$ cat src/rtl/mem_stage.sv
// rtl/mem_stage.sv - pipeline MEM stage: load/store sequencing, byte-lane steering and MEM/WB register
// Optional macro MISALIGN_TRAP_EN: misaligned half/word accesses trap instead of reaching memory.
module mem_stage #(
    parameter int WORD_SIZE = 32,
    parameter int ADDR_SIZE = 32,
    parameter int NUM_REGS  = 32,
    parameter int REG_SEL   = $clog2(NUM_REGS)
) (
    input  logic                 clk,
    input  logic                 rst_n,
    input  logic                 ex_valid,
    input  logic [WORD_SIZE-1:0] result,
    input  logic [WORD_SIZE-1:0] save_data,
    input  logic [REG_SEL-1:0]   rd,
    input  logic [1:0]           data_size,
    input  logic                 data_sign,
    input  logic                 mem_read,
    input  logic                 mem_write,
    input  logic                 reg_write,
    output logic                 stall,
    output logic                 dmem_req,
    output logic                 dmem_we,
    output logic [ADDR_SIZE-1:0] dmem_addr,
    output logic [3:0]           dmem_wstrb,
    output logic [WORD_SIZE-1:0] dmem_wdata,
    input  logic                 dmem_ready,
    input  logic                 dmem_rvalid,
    input  logic [WORD_SIZE-1:0] dmem_rdata,
    output logic                 wb_valid,
    output logic                 wb_reg_write,
    output logic [REG_SEL-1:0]   wb_rd,
    output logic [WORD_SIZE-1:0] wb_data,
`ifdef MISALIGN_TRAP_EN
    output logic                 misalign_exc,
    output logic [ADDR_SIZE-1:0] exc_addr,
`endif
    output logic [WORD_SIZE-1:0] mem_forward
);

    typedef enum logic [1:0] {IDLE, REQ, WAIT_RD} state_t;

    state_t                 state_q, state_d;
    logic                   we_q, sign_q, reg_write_q;
    logic [1:0]             size_q, lane_q;
    logic [REG_SEL-1:0]     rd_q;
    logic [ADDR_SIZE-1:0]   addr_q;
    logic [3:0]             wstrb_q;
    logic [WORD_SIZE-1:0]   wdata_q;

    logic                   mem_op, accept, trap;
    logic [1:0]             lane_d;
    logic [3:0]             wstrb_d;
    logic [WORD_SIZE-1:0]   wdata_d, shifted, load_data;
    logic [ADDR_SIZE-1:0]   addr_full;

    assign mem_op    = mem_read | mem_write;
    assign accept    = (state_q == IDLE) && ex_valid;
    assign addr_full = ADDR_SIZE'(result);

`ifdef MISALIGN_TRAP_EN
    assign trap = accept && mem_op &&
                  (((data_size == 2'b01) && result[0]) ||
                   (data_size[1] && (result[1:0] != 2'b00)));
`else
    assign trap = 1'b0;
`endif

    always_comb begin
        lane_d  = 2'b00;
        wstrb_d = 4'b1111;
        wdata_d = save_data;
        case (data_size)
            2'b00: begin
                lane_d  = result[1:0];
                wstrb_d = 4'b0001 << lane_d;
                wdata_d = {(WORD_SIZE/8){save_data[7:0]}};
            end
            2'b01: begin
                lane_d  = {result[1], 1'b0};
                wstrb_d = 4'b0011 << lane_d;
                wdata_d = {(WORD_SIZE/16){save_data[15:0]}};
            end
            default: ;
        endcase
    end

    // Word accesses always have lane 0, so the shifted value is the raw word.
    assign shifted = dmem_rdata >> {lane_q, 3'b000};

    always_comb begin
        load_data = shifted;
        case (size_q)
            2'b00:   load_data = {{(WORD_SIZE-8){sign_q & shifted[7]}}, shifted[7:0]};
            2'b01:   load_data = {{(WORD_SIZE-16){sign_q & shifted[15]}}, shifted[15:0]};
            default: ;
        endcase
    end

    always_comb begin
        state_d = state_q;
        case (state_q)
            IDLE:    if (accept && mem_op && !trap) state_d = REQ;
            REQ:     if (dmem_ready) state_d = we_q ? IDLE : WAIT_RD;
            WAIT_RD: if (dmem_rvalid) state_d = IDLE;
            default: state_d = IDLE;
        endcase
    end

    always_ff @(posedge clk or negedge rst_n) begin
        if (!rst_n) state_q <= IDLE;
        else        state_q <= state_d;
    end

    always_ff @(posedge clk or negedge rst_n) begin
        if (!rst_n) begin
            we_q         <= 1'b0;
            sign_q       <= 1'b0;
            reg_write_q  <= 1'b0;
            size_q       <= 2'b00;
            lane_q       <= 2'b00;
            rd_q         <= '0;
            addr_q       <= '0;
            wstrb_q      <= 4'b0000;
            wdata_q      <= '0;
            wb_valid     <= 1'b0;
            wb_reg_write <= 1'b0;
            wb_rd        <= '0;
            wb_data      <= '0;
`ifdef MISALIGN_TRAP_EN
            misalign_exc <= 1'b0;
            exc_addr     <= '0;
`endif
        end else begin
            wb_valid <= 1'b0;
`ifdef MISALIGN_TRAP_EN
            misalign_exc <= 1'b0;
`endif
            case (state_q)
                IDLE: if (ex_valid) begin
                    if (trap) begin
                        wb_valid     <= 1'b1;
                        wb_reg_write <= 1'b0;
                        wb_rd        <= rd;
`ifdef MISALIGN_TRAP_EN
                        misalign_exc <= 1'b1;
                        exc_addr     <= addr_full;
`endif
                    end else if (!mem_op) begin
                        wb_valid     <= 1'b1;
                        wb_data      <= result;
                        wb_rd        <= rd;
                        wb_reg_write <= reg_write;
                    end else begin
                        we_q        <= mem_write;
                        sign_q      <= data_sign;
                        reg_write_q <= reg_write;
                        size_q      <= data_size;
                        lane_q      <= lane_d;
                        rd_q        <= rd;
                        addr_q      <= {addr_full[ADDR_SIZE-1:2], 2'b00};
                        wstrb_q     <= wstrb_d;
                        wdata_q     <= wdata_d;
                    end
                end
                REQ: if (dmem_ready && we_q) begin
                    wb_valid     <= 1'b1;
                    wb_reg_write <= 1'b0;
                    wb_rd        <= rd_q;
                end
                WAIT_RD: if (dmem_rvalid) begin
                    wb_valid     <= 1'b1;
                    wb_reg_write <= reg_write_q;
                    wb_rd        <= rd_q;
                    wb_data      <= load_data;
                end
                default: ;
            endcase
        end
    end

    assign stall       = (state_q != IDLE);
    assign dmem_req    = (state_q == REQ);
    assign dmem_we     = dmem_req & we_q;
    assign dmem_addr   = addr_q;
    assign dmem_wstrb  = wstrb_q;
    assign dmem_wdata  = wdata_q;
    assign mem_forward = wb_data;

endmodule
$ cat config.mk
export PLATFORM = sky130hd
export DESIGN_NAME = mem_stage
export DESIGN_NICKNAME = d
export VERILOG_FILES = /design/src/rtl/mem_stage.sv
export SDC_FILE = /design/constraint.sdc
export NUM_CORES = 1
export LEC_CHECK = 0
export CAP_MARGIN = 20
export CORE_AREA = 5 5 138 140
export CTS_BUF_LIST = sky130_fd_sc_hd__clkbuf_4 sky130_fd_sc_hd__clkbuf_8 sky130_fd_sc_hd__clkbuf_16
export DETAILED_ROUTE_END_ITERATION = 12
export DIE_AREA = 0 0 143 145
export PLACE_DENSITY = 0.77
export SYNTH_ARGS = -nofsm -noshare
export SYNTH_HDL_FRONTEND = slang
export SYNTH_SLANG_ARGS = --single-unit
$ cat constraint.sdc
create_clock -name clk -period 5 [get_ports clk]
set_input_delay 0.75 -clock clk [delete_from_list [all_inputs] [get_ports clk]]
set_output_delay 0.75 -clock clk [all_outputs]
set_load 0.02 [all_outputs]
==> results.md <==
* Post-synthesis sequential area ratio at 48.1%
* Final worst slack at between 2000 and 2500 ps
* RSZ-0062 raised after global routing: false
* I/O Pins at about 250
* Status: completed
* Largest net degree at the start of global routing at between 100 and 150
* H-tree levels at 4
* Area Overhead vs Synth at 49.1%
* Final period utilization at 55.5%
* Via density at 4.93
* CP Class: register to register
* Total wire length at 18900 µm
* GPL Wtd Cong at 0.782
* Syn Std Cell Area at approximately 6200 µm²
* TritonCTS buffer count at 17
* Post-Synth Simple-Gate Area at 9.58%
* Initial DRC Count at approximately 280
* Initial antenna violation count at 0
* WP data required at ~5300 ps
* # DRC at 0
* Share of cells above drive strength 1 at 17.3%
* Std-Cell Rows at 49
* Slew Limit Headroom at between 30% and 40%
* Gr usage total at 18.3%
* Worst flop-to-flop path startpoint: state_q[0]
* Synth top area cells: dfrtp_1, mux2_2, mux2i_1, a221oi_2, nor2_1
* FF-to-FF setup slack at ~2200 ps
* Max Freq at between 0.3 and 0.4 GHz
* Synthesized instance count at 560
* IO Port Bufs at 251
* Reg2reg end: mem_forward[9]
* Crit-path max FO at 64
* Clock Latency Late Sink at between 400 and 500 ps
* Crit-path cells: inv_1 > ha_2 > nor2_1 > a211oi_4 > buf_4 > nor2_1 > a221oi_1
* XOR/XNOR share of the synthesized area at 0%
* Crit path largest cell delay at approximately 750 ps
* Vias in the first global route at slightly above 5000
* Non-Filler Instances at 1004
* Worst slew pin tran at just over 1000 ps
* Post-synthesis compound-gate area fraction at 13.3%
* HP Class: primary input to async pin
* Routed length per instance at between 15 and 20 µm
* Ys flop type: dfrtp_1
* FFs w/ async S/R, synth at between 90% and 100%
* TritonCTS clock tree: built
* Final setup viols at 0
* Via count at between 4000 and 5000
* Most common cell on crit path: nor2_1
* Syn. warnings at 0
* Clock root buffer: clkbuf_16
* Flops & latches, synth at about 120
* Die area at 20700 µm²
* Depth of the most critical reg-to-reg path at 7
* EDFF count, synth at 0
* Slowest CP cell: ha_2
* Core Area at about 18000 µm²
* Antenna-violating nets left at 0
* Die X at between 100 and 150 µm
* Adder-cell share of the synthesized area at 1.01%
* Worst-path clk slew at roughly 60 ps
* Power per standard cell area at between 600 and 700 nW/µm²
* Slew Limit Fails at 0
* Post-synth top area cell: dfrtp_1
* Resize count post-CTS at 0
* Final Hold Fails at 0
* Maximum vdd drop at 0.574 mV
* Cells after DPL at just under 1000
* Critical Path Source Type: register
* Arr. time, crit path at between 3000 and 4000 ps
* Worst setup path startpoint: state_q[0]
* Diodes inserted at 0
* Max Cap Violations at 0
* Layout Skew at between 9 and 10 ps
* Mean area per synthesized cell at 11.1 µm²
* Post-CTS setup buffer count at 0
* Pre-CTS setup slack at 1860 ps
* Longest Clk Path Bufs at 2
* First-pass GRT wire length at around 30000 µm
* Post-Route Setup TNS at 0 ps
* Post-synthesis mux area share at 20.8%
* Tmin final at between 2000 and 3000 ps
* Total grt overflow at 0
* Distinct cell type count after synthesis at 35
* DRT Pass-1 Iters at 5
* Largest family of logic cells by synthesized area: multiplexers
* CTS Hold Buffers Added at 0
* Nets at between 800 and 900
* Die Y at between 100 and 150 µm
* Critical Path Sink: mem_forward[9]
* DP HPWL at between 10000 and 15000 µm
* Sink Count at ~120
* Area share of the leading cell type in the synthesized netlist at 48.1%
* Starting Density at a little over a third
* Crit path capture type: register
* P_leak at ~3.8 nW
## sequential cells by signal, summed over array words and instances, names as in the netlist, 4 cells and up
| register | flops |
|---|---|
| mem_forward | 32 |
| dmem_wdata | 32 |
| dmem_addr | 30 |
| wb_rd | 5 |
| dmem_wstrb | 4 |
| rd_q | 5 |
## cell type report
cell class                 count  area (µm²)
inverter                       4        15.0
clock buffer                  20         448
tap                          229         287
clock inverter                10         155
multi-input combinational    365        2780
sequential                   119        2980
timing repair buffer         257        2570
fill                        1553        8490
## cell usage after synthesis, drive strengths merged (8+ instances only)
| cell | count |
|---|---|
| nand2 | 52 |
| clkbuf | 23 |
| mux2 | 63 |
| a22oi | 8 |
| a221oi | 26 |
| o21ai | 32 |
| mux2i | 40 |
| nor2 | 77 |
| a21oi | 23 |
| mux4 | 8 |
| dfrtp | 119 |
| buf | 50 |
## metal layers
layer / up-vias / global-route usage [%] / part of all wire, %
met1: 2413 / 24.4 / 44
met4: 0 / 6.04 / 1.9
li1: 2348 / - / -
met5: - / 0 / 0
met3: 24 / 3.92 / 5.4
met2: 164 / 29.6 / 49
## cell usage in the layout (no fill, tap or decap), drive strengths merged
master / Yosys / layout
a2111oi: 1 / 1
a211oi: 1 / 1
a21boi: 1 / 1
a21o: 1 / 1
a21oi: 23 / 23
a221oi: 26 / 26
a22oi: 8 / 8
a31oi: 4 / 4
a32o: 1 / 1
and2: 2 / 2
buf: 50 / 7
bufinv: 0 / 4
clkbuf: 23 / 20
clkdlybuf4s50: 0 / 250
clkinv: 0 / 4
clkinvlp: 0 / 2
conb: 1 / 2
dfrtp: 119 / 119
ha: 5 / 5
inv: 4 / 4
mux2: 63 / 63
mux2i: 40 / 40
mux4: 8 / 8
nand2: 52 / 52
nand2b: 4 / 4
nand3: 2 / 2
nand3b: 2 / 2
nor2: 77 / 77
nor2b: 6 / 6
o211ai: 1 / 1
o21a: 1 / 1
o21ai: 32 / 32
o31ai: 1 / 1
or3b: 1 / 1
## where the power goes
group          total (mW)  switching [mW]  internal (mW)
registers            1.81           0.361           1.45
logic                3.37            1.73           1.64
clock network        1.27           0.427          0.840
## worst min-delay path by stage
stage	startpoint	slack, ps	to
2_1_floorplan	rst_n	450	dmem_addr[10]
3_3_place_gp	dmem_wdata[29]	460	dmem_wdata[29]
3_5_place_dp	dmem_wdata[21]	470	dmem_wdata[21]
4_1_cts	rst_n	440	rd_q[3]
5_1_grt	rst_n	470	dmem_wdata[17]
6_report	rst_n	430	dmem_wdata[17]
## metrics by stage
step	instance area (µm²)	utilization (%)	hold slack, ps	total power [mW]
6_report	9230	52.1	425	6.45
5_1_grt	9230	52.1	472	6.83
4_1_cts	9230	52.1	435	6.53
3_5_place_dp	8630	48.7	469	5.22
3_3_place_gp	8630	48.7	461	5.15
2_1_floorplan	6190	-	454	3.84
## worst max-delay path, delay by kind of cell, from the launching register on
| family | cells | cell delay [ps] |
|---|---|---|
| adder cells (fa/ha/maj) | 1 | 750 |
| buffers and inverters | 2 | 740 |
| AND/OR/NAND/NOR | 2 | 260 |
| flip-flops | 1 | 400 |
| AO/OA/AOI/OAI | 2 | 480 |
## kinds of logic (layout without fill, tap and decap cells)
logic type               after synthesis  after routing
AO/OA/AOI/OAI                        101            101
adder cells (fa/ha/maj)                5              5
buffers and inverters                 77            291
flip-flops                           119            119
multiplexers                         111            111
other                                  1              2
AND/OR/NAND/NOR                      146            146
Power figures use the tool's default switching activity.
